===== src/rtl/wtile_shift_pkg.sv =====
// Shared constants, state/source encodings and width helpers for the
// weight-tile shift block.
package wtile_pkg;

  localparam int NCH_D = 16;
  localparam int DW_D  = 8;
  localparam int AW_D  = 4;
  localparam int KW_D  = 3;
  localparam int OW_D  = 19;

  typedef enum logic [1:0] {IDLE, LOAD, RUN, DONE} state_t;

  // Where a lane takes its next weight from.
  typedef enum logic [1:0] {SRC_MEM, SRC_LEFT, SRC_UP, SRC_HOME} src_t;

  // Counter width for a modulo-n count; never narrower than one bit.
  function automatic int cw(input int n);
    return (n <= 2) ? 1 : $clog2(n);
  endfunction

  // Bit width of one channel slice in the flattened weight buses.
  function automatic int ch_bits(input int dw);
    return dw;
  endfunction

endpackage


===== src/rtl/wtile_shift_if.sv =====
// Control, memory and neighbour-weight bundle of one weight tile.
interface wtile_shift_if import wtile_pkg::*; #(
  parameter int NCH = NCH_D,
  parameter int DW  = DW_D,
  parameter int AW  = AW_D,
  parameter int KW  = KW_D,
  parameter int OW  = OW_D
) ();

  logic                     start;
  logic                     en;
  logic [AW-1:0]            base_addr;
  logic [AW-1:0]            raddr;
  logic [NCH-1:0][DW-1:0]   rdata;
  logic [NCH-1:0][DW-1:0]   left_in;
  logic [NCH-1:0][DW-1:0]   up_in;
  logic [NCH-1:0][DW-1:0]   home_in;
  logic [NCH-1:0][DW-1:0]   w_q;
  logic [cw(KW)-1:0]        x;
  logic [cw(KW)-1:0]        y;
  logic [cw(OW)-1:0]        X;
  logic [cw(OW)-1:0]        Y;
  logic                     busy;
  logic                     finish;

  modport master (
    output start, en, base_addr, rdata, left_in, up_in, home_in,
    input  raddr, w_q, x, y, X, Y, busy, finish
  );

  modport slave (
    input  start, en, base_addr, rdata, left_in, up_in, home_in,
    output raddr, w_q, x, y, X, Y, busy, finish
  );

endinterface


===== src/rtl/wtile_shift_count.sv =====
// Modulo-(MAX+1) counter; wrap flags the terminal value so outer
// counters can chain on it.
module count_mod import wtile_pkg::*; #(
  parameter int MAX = 2,
  localparam int W  = cw(MAX + 1)
) (
  input  logic         clk,
  input  logic         xrst,
  input  logic         enable,
  output logic [W-1:0] q,
  output logic         wrap
);

  assign wrap = (q == W'(MAX));

  always_ff @(posedge clk or negedge xrst) begin
    if (!xrst)       q <= '0;
    else if (enable) q <= wrap ? '0 : q + W'(1);
  end

endmodule


===== src/rtl/wtile_shift_lane.sv =====
// One channel's weight register; pure bit-exact selection, no arithmetic.
module wtile_shift_lane import wtile_pkg::*; #(
  parameter int DW = DW_D
) (
  input  logic          clk,
  input  logic          xrst,
  input  logic          cap,
  input  src_t          sel,
  input  logic [DW-1:0] rd,
  input  logic [DW-1:0] left,
  input  logic [DW-1:0] up,
  input  logic [DW-1:0] home,
  output logic [DW-1:0] q
);

  always_ff @(posedge clk or negedge xrst) begin
    if (!xrst) q <= '0;
    else if (cap) begin
      case (sel)
        SRC_MEM:  q <= rd;
        SRC_LEFT: q <= left;
        SRC_UP:   q <= up;
        SRC_HOME: q <= home;
        default:  q <= left;
      endcase
    end
  end

endmodule


===== src/rtl/wtile_shift.sv =====
// Weight tile: loads kernel weights from memory, then shifts weights in
// from neighbour tiles while stepping x/y/X/Y kernel and output counters.
module wtile_shift import wtile_pkg::*; #(
  parameter int NCH = NCH_D,
  parameter int DW  = DW_D,
  parameter int AW  = AW_D,
  parameter int KW  = KW_D,
  parameter int OW  = OW_D
) (
  input  logic          clk,
  input  logic          xrst,
  wtile_shift_if.slave  bus
);

  state_t                 state, state_nx;
  src_t                   sel;
  logic                   cap, take_addr, fin;
  logic                   step, last;
  logic                   wx, wy, wX, wY;
  logic [AW-1:0]          raddr_q;
  logic [NCH-1:0][DW-1:0] wq;

  assign step = (state == RUN) && bus.en;
  assign last = wx && wy && wX && wY;

  // Counters need no explicit clear: they reset to 0 and wrap back to 0
  // on the terminal step, so every run starts from 0.
  count_mod #(.MAX(KW-1)) u_x (.clk, .xrst, .enable(step),
                               .q(bus.x), .wrap(wx));
  count_mod #(.MAX(KW-1)) u_y (.clk, .xrst, .enable(step && wx),
                               .q(bus.y), .wrap(wy));
  count_mod #(.MAX(OW-1)) u_X (.clk, .xrst, .enable(step && wx && wy),
                               .q(bus.X), .wrap(wX));
  count_mod #(.MAX(OW-1)) u_Y (.clk, .xrst, .enable(step && wx && wy && wX),
                               .q(bus.Y), .wrap(wY));

  always_ff @(posedge clk or negedge xrst) begin
    if (!xrst) state <= IDLE;
    else       state <= state_nx;
  end

  always_comb begin
    state_nx  = state;
    cap       = 1'b0;
    sel       = SRC_LEFT;
    take_addr = 1'b0;
    fin       = 1'b0;
    case (state)
      IDLE, DONE: begin
        if (bus.start) begin
          state_nx  = LOAD;
          take_addr = 1'b1;
        end
      end
      LOAD: begin
        state_nx = RUN;
        cap      = 1'b1;
        sel      = SRC_MEM;
      end
      RUN: begin
        if (step) begin
          cap = 1'b1;
          if (!wx)      sel = SRC_LEFT;
          else if (!wy) sel = SRC_UP;
          else          sel = SRC_HOME;
          if (last) begin
            fin      = 1'b1;
            state_nx = DONE;
          end
        end
      end
      default: state_nx = IDLE;
    endcase
  end

  // raddr is issued as LOAD is entered, so memory data lands on LOAD->RUN.
  always_ff @(posedge clk or negedge xrst) begin
    if (!xrst)          raddr_q <= '0;
    else if (take_addr) raddr_q <= bus.base_addr;
  end

  for (genvar c = 0; c < NCH; c++) begin : g_lane
    wtile_shift_lane #(.DW(DW)) u_lane (
      .clk, .xrst, .cap, .sel,
      .rd   (bus.rdata[c]),
      .left (bus.left_in[c]),
      .up   (bus.up_in[c]),
      .home (bus.home_in[c]),
      .q    (wq[c])
    );
  end

  assign bus.w_q    = wq;
  assign bus.raddr  = raddr_q;
  assign bus.busy   = (state == LOAD) || (state == RUN);
  assign bus.finish = fin;

endmodule


===== src/flat_wrapper.sv =====
// flat-port wrapper written by rule: the top's interface ports become plain ports
module wtile_shift_flat import wtile_pkg::*;
#(
  parameter int NCH = NCH_D,
  parameter int DW  = DW_D,
  parameter int AW  = AW_D,
  parameter int KW  = KW_D,
  parameter int OW  = OW_D
)
  (clk, xrst, bus_start, bus_en, bus_base_addr, bus_rdata, bus_left_in, bus_up_in, bus_home_in, bus_raddr, bus_w_q, bus_x, bus_y, bus_X, bus_Y, bus_busy, bus_finish);
  wtile_shift_if #(.NCH(NCH), .DW(DW), .AW(AW), .KW(KW), .OW(OW)) bus_i ();
  input  logic clk;
  input  logic xrst;
  input wire logic [$bits(bus_i.start)-1:0] bus_start;
  input wire logic [$bits(bus_i.en)-1:0] bus_en;
  input wire logic [$bits(bus_i.base_addr)-1:0] bus_base_addr;
  input wire logic [$bits(bus_i.rdata)-1:0] bus_rdata;
  input wire logic [$bits(bus_i.left_in)-1:0] bus_left_in;
  input wire logic [$bits(bus_i.up_in)-1:0] bus_up_in;
  input wire logic [$bits(bus_i.home_in)-1:0] bus_home_in;
  output wire logic [$bits(bus_i.raddr)-1:0] bus_raddr;
  output wire logic [$bits(bus_i.w_q)-1:0] bus_w_q;
  output wire logic [$bits(bus_i.x)-1:0] bus_x;
  output wire logic [$bits(bus_i.y)-1:0] bus_y;
  output wire logic [$bits(bus_i.X)-1:0] bus_X;
  output wire logic [$bits(bus_i.Y)-1:0] bus_Y;
  output wire logic [$bits(bus_i.busy)-1:0] bus_busy;
  output wire logic [$bits(bus_i.finish)-1:0] bus_finish;
  assign bus_i.start = bus_start;
  assign bus_i.en = bus_en;
  assign bus_i.base_addr = bus_base_addr;
  assign bus_i.rdata = bus_rdata;
  assign bus_i.left_in = bus_left_in;
  assign bus_i.up_in = bus_up_in;
  assign bus_i.home_in = bus_home_in;
  assign bus_raddr = bus_i.raddr;
  assign bus_w_q = bus_i.w_q;
  assign bus_x = bus_i.x;
  assign bus_y = bus_i.y;
  assign bus_X = bus_i.X;
  assign bus_Y = bus_i.Y;
  assign bus_busy = bus_i.busy;
  assign bus_finish = bus_i.finish;
  wtile_shift #(.NCH(NCH), .DW(DW), .AW(AW), .KW(KW), .OW(OW)) u_core (.clk(clk), .xrst(xrst), .bus(bus_i));
endmodule

===== config.mk =====
export PLATFORM = sky130hd
export DESIGN_NAME = wtile_shift_flat
export DESIGN_NICKNAME = d
export VERILOG_FILES = /design/src/rtl/wtile_shift_pkg.sv /design/src/rtl/wtile_shift_if.sv /design/src/rtl/wtile_shift_count.sv /design/src/rtl/wtile_shift_lane.sv /design/src/rtl/wtile_shift.sv /design/src/flat_wrapper.sv
export SDC_FILE = /design/constraint.sdc
export NUM_CORES = 1
export LEC_CHECK = 0
export BUFFER_PORTS_ARGS = -buffer_cell sky130_fd_sc_hd__buf_2
export CAP_MARGIN = 15
export CORE_AREA = 2 2 263 265
export CTS_CLUSTER_SIZE = 24
export DETAILED_ROUTE_END_ITERATION = 10
export DIE_AREA = 0 0 265 267
export PLACE_DENSITY = 0.41
export SLEW_MARGIN = 0
export SYNTH_ARGS = -nofsm -noshare
export SYNTH_HDL_FRONTEND = slang
export SYNTH_SLANG_ARGS = --single-unit

===== constraint.sdc =====
create_clock -name clk -period 3.15 [get_ports clk]
set_input_delay 0.315 -clock clk [delete_from_list [all_inputs] [get_ports clk]]
set_output_delay 0.315 -clock clk [all_outputs]
set_load 0.02 [all_outputs]

==> results of run 1 <==
placed cells by master, fill, tap and decap left out, drive strengths merged, types with 3 or more instances in the layout:
| master | n |
|---|---|
| and3 | 128 |
| buf | 693 |
| bufinv | 4 |
| clkbuf | 17 |
| clkinv | 5 |
| dfrtp | 148 |
| diode | 3 |
| ha | 6 |
| inv | 11 |
| mux2 | 7 |
| nand2 | 389 |
| nand3 | 4 |
| nor2 | 259 |
| nor3 | 5 |
| o21ai | 9 |
| o41ai | 129 |
| xnor2 | 3 |
layout make-up:
class                           instances  area (um2)  area share (%)
Sequential cell                       148        3700            25.8
Timing Repair Buffer                  694        3720            26.0
Antenna cell                            3        7.51          0.0524
Clock buffer                           17         425            2.97
Inverter                                7        26.3           0.183
Tap cell                              882        1100            7.70
Clock inverter                         15         201            1.41
Multi-Input combinational cell        967        5140            35.9
timing repair:
| item | in CTS | in global routing |
|---|---|---|
| hold endpoints to repair | 69 | 0 |
| buffers inserted | 0 | 0 |
| hold buffers | 1 | 0 |
| gates resized for setup | 0 | 0 |
worst max-delay path, delay by kind of cell, from the launching register on:
| kind | cells | cell delay [ns] |
|---|---|---|
| DFF | 1 | 0.38 |
| adders and majority gates | 1 | 0.24 |
| and+or+nand+nor | 2 | 0.66 |
| buffers and inverters | 3 | 0.57 |
through the flow:
step | std cells | cell area, um2 | setup WS (ns) | power, uW | util [%]
after detailed placement | 2697 | 13700 | 0.812 | 11300 | 20.1
after global placement | 2697 | 13700 | 0.832 | 11300 | 20.1
after floorplan | 1221 | 9270 | 0.875 | 8210 | -
after CTS | 2730 | 14300 | 0.429 | 13700 | 21.1
after global routing | 2731 | 14300 | 0.344 | 14500 | 21.1
final | 2733 | 14300 | 0.514 | 13400 | 21.1
kinds of logic after synthesis:
group / Yosys count
muxes: 8
xor gates and xnor gates: 3
AOI/OAI and AO/OA: 147
DFF: 148
adders and majority gates: 6
buffers and inverters: 106
and+or+nand+nor: 803
flip-flops by register name, indices dropped and copies added (netlist names):
name and flops:
u_core.state 2, u_core.bus.raddr 4, u_core.g_lane.u_lane.q 128, u_core.u_y.q 2, u_core.u_X.q 5, u_core.u_x.q 2, u_core.u_Y.q 5
final timing paths:
kind / slack [ns] / end / startpoint / depth (start not counted)
worst max-delay path: 0.51 / bus_finish / u_core.state[0]$_DFFE_PN0P_ / 6
worst min-delay path: 0.07 / u_core.bus.raddr[2]$_DFFE_PN0P_ / bus_base_addr[2] / 2
worst max register to register: 0.80 / u_core.u_X.q[4]$_DFFE_PN0P_ / u_core.u_y.q[0]$_DFFE_PN0N_ / 5
worst min register to register: 0.47 / u_core.g_lane[10].u_lane.q[2]$_DFFE_PN0P_ / u_core.g_lane[10].u_lane.q[2]$_DFFE_PN0P_ / 2
max in group asynchronous: 1.95 / u_core.g_lane[0].u_lane.q[0]$_DFFE_PN0P_ / xrst / 3
min in group asynchronous: 0.47 / u_core.g_lane[13].u_lane.q[3]$_DFFE_PN0P_ / xrst / 2
metal layers:
metal  GRT usage [%]  routed length, um
met5               0                 57
met3            4.56               4240
met1            14.6              18900
met4            7.22               2050
met2            23.2              23500
synthesized netlist by cell type (all sizes together) (2+ instances only):
| library cell | number |
|---|---|
| a21o | 2 |
| a21oi | 2 |
| a31oi | 2 |
| and3 | 128 |
| buf | 36 |
| clkbuf | 63 |
| dfrtp | 148 |
| ha | 6 |
| inv | 7 |
| mux2 | 7 |
| nand2 | 389 |
| nand2b | 2 |
| nand3 | 4 |
| nand3b | 2 |
| nand4 | 2 |
| nand4b | 2 |
| nand4bb | 2 |
| nor2 | 259 |
| nor2b | 2 |
| nor3 | 5 |
| nor4 | 2 |
| o21ai | 9 |
| o41ai | 129 |
| xnor2 | 3 |
power breakdown:
part / total, uW / internal, uW / leakage, uW / switching, uW
Clock: 2310 / 1330 / 0.000306 / 981
Combinational: 7740 / 2670 / 0.00569 / 5070
Sequential: 3390 / 2830 / 0.00183 / 561
==> results.tsv, run 1 <==
stage	metric	value	unit
die	core-area	68000	um2
clock_network	cts_buffer_depth	2	
sta	finClkSkew	0.0109	ns
synth	yosys.area_share.xor_xnor	0.283	%
layout	fillCellCount	7727	
place	gp_congestion	0.844	
die	io_pins	668	
synth	synth_ff_type	dfrtp_1	
clock_network	cts.clk_slew.worst_paths	0.07	ns
synth	yosysTopAreaCell	dfrtp_1	
synth	ys_ff_latch	148	
grt	grt_pass1_vias	11900	
synth	netlist-cell-type-count	39	
worst_setup_path	crit_path_end_kind	output port	
synth	syn-num-nets	1747	
drt	drt_iter0_drc	532	
worst_setup_path	cp-start-kind	register	
synth	synth_top_area_share	40.0	%
worst_setup_path	slowest_delay	0.47	ns
grt	grt_max_degree	109	
drt	route.detailed.drc	0	
clock_network	cts_inserted_buffers	17	
synth	synthAdderAreaFrac	0.810	%
sta	fin_crit_sh	83.7	%
sta	hold_viol	0	
die	die_y	267	um
worst_setup_path	critPathArrivalTime	2.32	ns
drt	wl	48800	um
die	die_x	265	um
worst_setup_path	required	2.83	ns
drt	num_vias	11500	
sta	timing.setup.tns	0	ns
sta	rsz0062_at_grt	no	
clock_network	root_buffer	clkbuf_16	
worst_setup_path	critPathSlowestCell	nor4_1	
layout	area_delta_synth_final	54.6	%
die	start_util	13.6	%
min_path	hold_class	input port to register	
place	dp_hpwl	37200	um
worst_setup_path	path_class	register to output port	
clock_network	cts_tree	yes	
synth	mappedNetlistArea	9270	um2
clock_network	clk-insertion-delay-late	0.48	ns
grt	antenna_found_initial	9	
synth	syn-instance-count	1221	
die	fp-row-count	96	
drt	via_per_inst	4.19	
synth	ys_warn_count	0	
synth	synth-edff-count	0	
sta	holdWs	0.0684	ns
sta	post-route-min-period	2.64	ns
place	numPortBuffers	667	
sta	fmaxAchievable	0.379	GHz
drt	drt_first_pass_iters	5	
synth	synth_async_sr_flop_share	100	%
power_and_ir_drop	power.leakage	0.00782	uW
synth	synth-simple-area-share	36.9	%
sta	setup_viol	0	
outcome	status	completed	
layout	drive_gt1_share	41.7	%
sta	tightest_slew	0.804	ns
clock_network	htreeDepth	4	
synth	synth_top_family_by_area	simple AND/OR/NAND/NOR gates	
worst_setup_path	critPathMaxFanout	10	
power_and_ir_drop	vdd_ir_drop_max	0.598	mV
grt	gr-usage-all-layers	13.5	%
worst_setup_path	path_cells	inv_1, ha_1, nand4b_1, buf_4, nor4_1, buf_2	
synth	syn_avg_cell_area	7.59	um2
job	maxCapViolCount	0	
sta	relSlewSlack	46.4	%
power_and_ir_drop	power_per_cell_area	938	nW/um2
synth	synth_compound_area_share	16.1	%
grt	grt_pass1_wl	71700	um
drt	wl_per_cell	17.9	um
grt	grt.overflow.total	0	
synth	synthMuxAreaShare	0.958	%
synth	ys_seq_area_share	40.0	%
clock_network	cts.sink_count	148	
layout	fin_nets	2361	
die	die-area	70800	um2
synth	synthTopCellsByArea	dfrtp_1, nand2_1, nor2_1	
drt	ant_nets	0	
sta	slew_viol_final	0	
(Power assumes the default switching activity.)
==> inputs of run 2 (changes only) <==
--- a/config.mk
+++ b/config.mk
@@ -5,13 +5,14 @@
 export SDC_FILE = /design/constraint.sdc
 export NUM_CORES = 1
 export LEC_CHECK = 0
+export ABC_AREA = 1
 export BUFFER_PORTS_ARGS = -buffer_cell sky130_fd_sc_hd__buf_2
 export CAP_MARGIN = 15
-export CORE_AREA = 2 2 263 265
+export CORE_AREA = 2 2 258 260
 export CTS_CLUSTER_SIZE = 24
 export DETAILED_ROUTE_END_ITERATION = 10
-export DIE_AREA = 0 0 265 267
-export PLACE_DENSITY = 0.41
+export DIE_AREA = 0 0 260 262
+export PLACE_DENSITY = 0.45
 export SLEW_MARGIN = 0
 export SYNTH_ARGS = -nofsm -noshare
 export SYNTH_HDL_FRONTEND = slang
==> constraint.sdc (replaced) <==
create_clock -name clk -period 2.7 [get_ports clk]
set_input_delay 0.27 -clock clk [delete_from_list [all_inputs] [get_ports clk]]
set_output_delay 0.27 -clock clk [all_outputs]
set_load 0.02 [all_outputs]
==> results.tsv, run 2 <==
stage	metric	value	unit	change
outcome	status	completed		
drt	drt_first_pass_iters	5		unchanged
die	fp-row-count	94		-2.1%
worst_setup_path	cp_top_family	simple AND/OR/NAND/NOR gates		
grt	grt_pass1_wl	76500	um	+6.8%
clock_network	htreeDepth	4		unchanged
worst_setup_path	r2r-start	u_core.state[0]$_DFFE_PN0P_		
sta	fmaxAchievable	0.428	GHz	
place	dp_cells	3113		+15%
clock_network	cts.clk_slew.worst_paths	0.07	ns	about the same
drt	route.detailed.drc	0		unchanged
min_path	hold_class	input port to register		
synth	yosysMostFrequentCell	nand2_1		
synth	synthTopCellsByArea	dfrtp_1, nand2_1, nand3_1		
power_and_ir_drop	vdd_ir_drop_max	0.755	mV	+26%
synth	ys_seq_area_share	32.7	%	-7.2 points
power_and_ir_drop	p_seq_share	22.9	%	-2.3 points
sta	setup_viol	0		unchanged
worst_setup_path	reg2reg_to	u_core.g_lane[8].u_lane.q[7]$_DFFE_PN0P_		
grt	gr-usage-all-layers	14.7	%	+1.3 points
layout	largest_reg_flops	128		unchanged
worst_setup_path	r2r_setup_slack	0.36	ns	-0.44 ns
clock_network	cts_inserted_buffers	17		unchanged
clock_network	root_buffer	clkbuf_16		
worst_setup_path	critPathLaunch	u_core.state[0]$_DFFE_PN0P_		
layout	reg.largest.list	u_core.g_lane.u_lane.q: 128 flops, u_core.u_X.q: 5 flops, u_core.u_Y.q: 5 flops		
synth	synth_top_area_share	32.7	%	-7.2 points
sta	finClkSkew	0.0135	ns	+0.00260 ns
grt	grt_max_degree	129		+18%
worst_setup_path	crit_path_end_kind	register		
sta	post-route-min-period	2.34	ns	
worst_setup_path	path_class	register to register		
grt	grt.overflow.total	0		unchanged
die	die_y	262	um	-1.9%
clock_network	cts_tree	yes		
sta	rsz0062_at_grt	no		
sta	relSlewSlack	54.6	%	+8.2 points
sta	fin_crit_sh	86.6	%	
synth	synth-simple-area-share	45.0	%	+8.1 points
worst_setup_path	path_cells	inv_1, ha_1, nand2_2, inv_4, nand3_4, nand2_8, buf_12, nor2_4, buf_12, nand2_1, nand3_1, nand2_1, nand2_1		
drt	drt_iter0_drc	754		+42%
layout	regMostFlops	u_core.g_lane.u_lane.q		
sta	tightest_slew	0.681	ns	-0.122 ns
place	gp_congestion	0.833		-1.3%
synth	ys_ff_latch	148		unchanged
place	numPortBuffers	667		unchanged
worst_setup_path	critPathBufInv	4		+1
synth	ys_warn_count	0		unchanged
synth	netlist-cell-type-count	35		-10%
worst_setup_path	ff2ff_path_depth	13		+8
worst_setup_path	path_common_cell	nand2_1		
drt	wl	52500	um	+7.6%
worst_setup_path	critPathMaxFanout	45		+35
layout	mostFrequentLayoutCells	buf_2, nand2_1, nand3_1, dfrtp_1, inv_1		
power_and_ir_drop	p_int	8210	uW	+20%
synth	synth_top_family_by_area	simple AND/OR/NAND/NOR gates		
synth	synthMuxAreaShare	0.398	%	-0.56 points
grt	antenna_found_initial	6		-3
layout	fin_nets	2799		+19%
layout	area_delta_synth_final	42.4	%	
sta	hold_viol	0		unchanged
clock_network	clk-insertion-delay-late	0.48	ns	about the same
layout	mostFrequentLayoutCell	buf_2		
worst_setup_path	cp_num_cells	13		+7
die	io_pins	668		unchanged
sta	holdWs	0.0877	ns	+0.0193 ns
synth	synthAdderAreaFrac	0.663	%	-0.15 points
sta	timing.setup.tns	0	ns	unchanged
drt	wl_per_cell	16.6	um	-6.8%
synth	mappedNetlistArea	11300	um2	+22%
layout	fillCellCount	7478		-3.2%
die	start_util	17.3	%	+3.7 points
power_and_ir_drop	power.leakage	0.00888	uW	+14%
synth	yosys.area_share.xor_xnor	0.232	%	-0.051 points
power_and_ir_drop	p_sw_share	52.2	%	+3.1 points
synth	synth_compound_area_share	8.04	%	-8.1 points
clock_network	postCtsSetupBuffers	0		unchanged
worst_setup_path	endpoint	u_core.g_lane[8].u_lane.q[7]$_DFFE_PN0P_		
clock_network	cts_buffer_depth	2		unchanged
job	maxCapViolCount	0		unchanged
grt	grt_pass1_vias	12900		+8.0%
synth	syn_avg_cell_area	6.79	um2	-11%
clock_network	cts.sink_count	148		unchanged
worst_setup_path	slowest_delay	0.37	ns	-0.10 ns
worst_setup_path	critPathSlowestCell	dfrtp_1		
die	core-area	65300	um2	-4.0%
power_and_ir_drop	combPwrFrac	62.5	%	+4.9 points
die	die-area	68100	um2	-3.7%
die	die_x	260	um	-1.9%
drt	ant_nets	0		unchanged
synth	synth-edff-count	0		unchanged
place	dp_hpwl	39400	um	+5.9%
synth	yosys-top-cells-count	nand2_1, nand3_1, dfrtp_1		
worst_setup_path	cp-start-kind	register		
clock_network	postCtsResizedCells	0		unchanged
power_and_ir_drop	switchingPower	8980	uW	+36%
layout	drive_gt1_share	33.8	%	-7.9 points
power_and_ir_drop	power_per_cell_area	1070	nW/um2	+14%
drt	num_vias	13300		+16%
worst_setup_path	required	3.11	ns	+0.28 ns
sta	slew_viol_final	0		unchanged
synth	syn-num-nets	2193		+26%
synth	syn-instance-count	1667		+37%
layout	final_cells	3153		+15%
power_and_ir_drop	pwr-share-clk	14.6	%	-2.6 points
synth	synth_ff_type	dfrtp_1		
synth	synth_async_sr_flop_share	100	%	unchanged
drt	via_per_inst	4.23		+0.86%
synth	yosysTopAreaCell	dfrtp_1		
worst_setup_path	critPathArrivalTime	2.75	ns	+0.43 ns
-- run 2: how the worst min path moves through the flow --
stage                         start                                         to  slack, ns  cells after the start
floorplan                      xrst            u_core.bus.raddr[0]$_DFFE_PN0P_      -0.03                      0
global placement               xrst  u_core.g_lane[12].u_lane.q[4]$_DFFE_PN0P_       0.33                      1
detailed placement             xrst  u_core.g_lane[12].u_lane.q[4]$_DFFE_PN0P_       0.33                      1
CTS                 bus_home_in[36]   u_core.g_lane[4].u_lane.q[4]$_DFFE_PN0P_       0.04                      5
global route        bus_home_in[15]   u_core.g_lane[1].u_lane.q[7]$_DFFE_PN0P_       0.07                      5
finish              bus_home_in[36]   u_core.g_lane[4].u_lane.q[4]$_DFFE_PN0P_       0.09                      5
-- run 2: cell families after synthesis --
group | after synthesis
muxes | 4
DFF | 148
adders and majority gates | 6
buffers and inverters | 286
and+or+nand+nor | 1076
xor gates and xnor gates | 3
AOI/OAI and AO/OA | 144
-- run 2: layer usage --
| metal | GRT usage [%] | wire [um] | up-vias | part of all wire (%) |
|---|---|---|---|---|
| li1 | - | - | 6665 | - |
| met4 | 6.18 | 1500 | 4 | 2.8 |
| met2 | 25.1 | 25800 | 472 | 49 |
| met3 | 3.34 | 3080 | 77 | 5.9 |
| met1 | 17.9 | 22100 | 6122 | 42 |
| met5 | 0 | 19 | - | 0.036 |
-- run 2: stage by stage --
step | util (%) | area, um2 | setup slack, ns | total power (uW)
after floorplan | - | 11300 | 0.819 | 11200
after global placement | 23.7 | 15500 | 0.349 | 14900
after detailed placement | 23.7 | 15500 | 0.324 | 14900
after CTS | 24.7 | 16100 | 0.305 | 17500
after global routing | 24.7 | 16100 | 0.111 | 18800
final | 24.7 | 16100 | 0.362 | 17200
-- run 2: power by group through the flow --
stage | registers (uW) | clock network, uW | logic (uW)
6_report | 3940 | 2510 | 10700
5_1_grt | 4080 | 2710 | 12000
4_1_cts | 3960 | 2630 | 10900
3_5_place_dp | 3970 | 0 | 10900
3_3_place_gp | 3980 | 0 | 10900
2_1_floorplan | 5180 | 0 | 6040
-- run 2: worst min-delay path, cell delays in order --
cell     delay [ns]
buf_2          0.08
nand2_1        0.04
nand3_1        0.05
nand2_1        0.04
nand2_1        0.04
-- run 2: final cells by class --
class                   count  area (um2)  area share, %
multi-input cells        1233        6190           38.4
repair buffers            724        3990           24.7
flip-flops and latches    148        3700           23.0
well taps                 864        1080           6.71
inverters                 149         564           3.50
clock buffers              17         425           2.64
clock inverters            15         163           1.01
diodes                      3        7.51         0.0466
-- run 2: what timing repair did --
| item | in CTS | in global routing |
|---|---|---|
| endpoints found under the setup margin | 0 | 0 |
| endpoints found under the hold margin | 56 | 0 |
| hold buffers | 5 | 0 |
==> inputs of run 3 (changes only) <==
--- a/config.mk
+++ b/config.mk
@@ -6,13 +6,13 @@
 export NUM_CORES = 1
 export LEC_CHECK = 0
 export ABC_AREA = 1
-export BUFFER_PORTS_ARGS = -buffer_cell sky130_fd_sc_hd__buf_2
 export CAP_MARGIN = 15
-export CORE_AREA = 2 2 258 260
+export CORE_AREA = 2 2 263 265
 export CTS_CLUSTER_SIZE = 24
 export DETAILED_ROUTE_END_ITERATION = 10
-export DIE_AREA = 0 0 260 262
-export PLACE_DENSITY = 0.45
+export DIE_AREA = 0 0 265 267
+export DONT_BUFFER_PORTS = 1
+export PLACE_DENSITY = 0.35
 export SLEW_MARGIN = 0
 export SYNTH_ARGS = -nofsm -noshare
 export SYNTH_HDL_FRONTEND = slang
==> results.tsv, run 3 (same netlist as run 2, synthesis figures left out) <==
stage	metric	value	unit	change
power_and_ir_drop	p_seq_share	34.6	%	+12 points
worst_setup_path	crit_path_end_kind	register		
layout	seqCellArea	3700	um2	unchanged
worst_setup_path	path_class	register to register		
clock_network	cts.sink_count	148		unchanged
power_and_ir_drop	pwr-share-clk	15.8	%	+1.2 points
worst_setup_path	critPathSlowestCell	dlygate4sd3_1		
sta	fin_ws	0.148	ns	-0.213 ns
grt	grt_max_degree	149		+16%
power_and_ir_drop	p_int	7600	uW	-7.4%
clock_network	cts_tree	yes		
layout	reg.largest.list	u_core.g_lane.u_lane.q: 128 flops, u_core.u_X.q: 5 flops, u_core.u_Y.q: 5 flops		
drt	num_vias	11600		-13%
die	die-area	70800	um2	+3.9%
drt	wl_per_cell	20.0	um	+20%
place	dp_slack	0.392	ns	+0.0681 ns
drt	route.detailed.drc	0		unchanged
sta	setup_viol	0		unchanged
die	start_util	16.6	%	-0.69 points
worst_setup_path	reg2reg_to	u_core.g_lane[11].u_lane.q[5]$_DFFE_PN0P_		
worst_setup_path	required	3.06	ns	-0.05 ns
worst_setup_path	r2r-start	u_core.state[0]$_DFFE_PN0P_		
sta	hold_viol	148		+148
power_and_ir_drop	switchingPower	8720	uW	-2.9%
sta	post-route-min-period	2.55	ns	+0.213 ns
worst_setup_path	cp-start-kind	register		
die	io_pins	668		unchanged
sta	fin_crit_sh	94.5	%	+7.9 points
drt	ant_nets	0		unchanged
power_and_ir_drop	vdd_ir_drop_max	0.722	mV	-4.4%
worst_setup_path	path_cells	inv_1, ha_1, nand2_2, inv_4, nand2_4, nor2_8, buf_16, o21bai_1, nand3_1, dlygate4sd3_1, nand2_1, nand2_1		
drt	via_per_inst	4.48		+6.0%
worst_setup_path	ff2ff_path_depth	12		-1
sta	rsz0062_at_grt	no		
layout	post-route-util	20.1	%	-4.6 points
power_and_ir_drop	p_sw_share	53.4	%	+1.2 points
grt	grt_pass1_wl	70800	um	-7.5%
die	die_y	267	um	+1.9%
drt	topRoutingLayerUsed	met5		
worst_setup_path	critPathMaxFanout	59		+31%
die	core-area	68000	um2	+4.2%
power_and_ir_drop	power.leakage	0.00651	uW	-27%
sta	finClkSkew	0.0109	ns	-0.00259 ns
grt	antenna_found_initial	17		+11
outcome	status	finished, violations left		
clock_network	cts_buffer_depth	2		unchanged
drt	routed-wl-met3	4000	um	+30%
drt	wl	51500	um	-1.8%
drt	drt_first_pass_iters	5		unchanged
place	numPortBuffers	0		-100%
worst_setup_path	slowest_delay	0.55	ns	+0.18 ns
place	place_area	12000	um2	-22%
sta	holdWs	-0.510	ns	-0.598 ns
clock_network	cts_hold_buffers	86		+81
sta	fmaxAchievable	0.392	GHz	-8.4%
layout	drive_gt1_share	5.40	%	-28 points
die	fp-row-count	96		+2.1%
drt	drt_iter0_drc	843		+12%
layout	stdcell_area	13600	um2	-15%
drt	met2WireLength	26000	um	+0.88%
clock_network	cts.clk_slew.worst_paths	0.07	ns	about the same
min_path	hold_class	input port to async pin		
layout	regMostFlops	u_core.g_lane.u_lane.q		
sta	timing.setup.tns	0	ns	unchanged
clock_network	root_buffer	clkbuf_16		
layout	mostFrequentLayoutCells	nand2_1, nand3_1, dfrtp_1, inv_1, nand3b_1		
sta	relSlewSlack	54.9	%	+0.31 points
worst_setup_path	endpoint	u_core.g_lane[11].u_lane.q[5]$_DFFE_PN0P_		
layout	mostFrequentLayoutCell	nand2_1		
worst_setup_path	critPathLaunch	u_core.state[0]$_DFFE_PN0P_		
place	dp_hpwl	35700	um	-9.3%
clock_network	htreeDepth	4		unchanged
clock_network	cts_inserted_buffers	17		unchanged
clock_network	clk-insertion-delay-late	0.47	ns	about the same
layout	multi_input_area	6190	um2	unchanged
grt	grt_pass1_vias	11000		-15%
layout	area_delta_synth_final	20.5	%	
layout	largest_reg_flops	128		unchanged
layout	fillCellCount	7701		+3.0%
outcome	violations	hold timing		
sta	slew_viol_final	0		unchanged
worst_setup_path	path_common_cell	nand2_1		
grt	gr-usage-all-layers	13.3	%	-1.4 points
power_and_ir_drop	power_per_cell_area	1200	nW/um2	+12%
worst_setup_path	r2r_setup_slack	0.15	ns	-0.21 ns
power_and_ir_drop	combPwrFrac	49.6	%	-13 points
worst_setup_path	critPathArrivalTime	2.91	ns	+0.16 ns
place	gp_congestion	0.813		-2.4%
drt	wl_met1	19900	um	-9.9%
layout	fin_nets	2198		-21%
die	die_x	265	um	+1.9%
sta	tightest_slew	0.677	ns	-0.00463 ns
grt	grt.overflow.total	0		unchanged
job	maxCapViolCount	0		unchanged
## run 3: through the flow
step / total power [uW] / std cells
5_1_grt: 17900 / 2578
6_report: 16300 / 2580
4_1_cts: 16400 / 2561
2_1_floorplan: 11200 / 1667
3_5_place_dp: 13600 / 2443
3_3_place_gp: 13500 / 2443
## run 3: how the worst min path moves through the flow
stage | start | end | slack [ns] | depth (start not counted)
2_1_floorplan | xrst | u_core.bus.raddr[0]$_DFFE_PN0P_ | -0.03 | 0
5_1_grt | xrst | u_core.g_lane[15].u_lane.q[4]$_DFFE_PN0P_ | -0.56 | 0
6_report | xrst | u_core.g_lane[15].u_lane.q[4]$_DFFE_PN0P_ | -0.51 | 0
3_5_place_dp | xrst | u_core.g_lane[12].u_lane.q[7]$_DFFE_PN0P_ | -0.02 | 0
3_3_place_gp | xrst | u_core.g_lane[12].u_lane.q[7]$_DFFE_PN0P_ | -0.02 | 0
4_1_cts | xrst | u_core.g_lane[15].u_lane.q[4]$_DFFE_PN0P_ | -0.58 | 0
## run 3: routing by layer
metal  up-vias  track usage, %
met1      5476            15.1
met2       546            22.9
met3        77            4.06
met5         -               0
met4         8            6.29
li1       5464               -
## run 3: cell type report
cell class              instances  share of cell area, %
inverters                     149                   4.16
repair buffers                123                   10.6
multi-input cells            1233                   45.4
clock inverters                14                   1.21
well taps                     882                   8.09
clock buffers                  18                   3.22
diodes                         13                  0.239
flip-flops and latches        148                   27.2
## run 3: critical path: cells and delay by family, from the launching register on
family / cells / cell delay, ns
AO/OA/AOI/OAI: 1 / 0.16
adder cells (fa/ha/maj): 1 / 0.20
buffers and inverters: 4 / 0.99
flip-flops: 1 / 0.40
AND/OR/NAND/NOR: 6 / 0.60
## run 3: power groups by stage
| stage | sequential, uW | clock (uW) | combinational (uW) |
|---|---|---|---|
| floorplan | 5180 | 0 | 6040 |
| global placement | 5760 | 0 | 7720 |
| detailed placement | 5710 | 0 | 7860 |
| CTS | 5690 | 2740 | 8010 |
| global route | 5780 | 2810 | 9290 |
| finish | 5640 | 2580 | 8100 |
## run 3: repair_timing
action                                  in CTS  in global routing
endpoints found under the hold margin      207                148
gates resized for setup                      0                  5
buffers inserted                             0                  3
endpoints found under the setup margin       0                  4
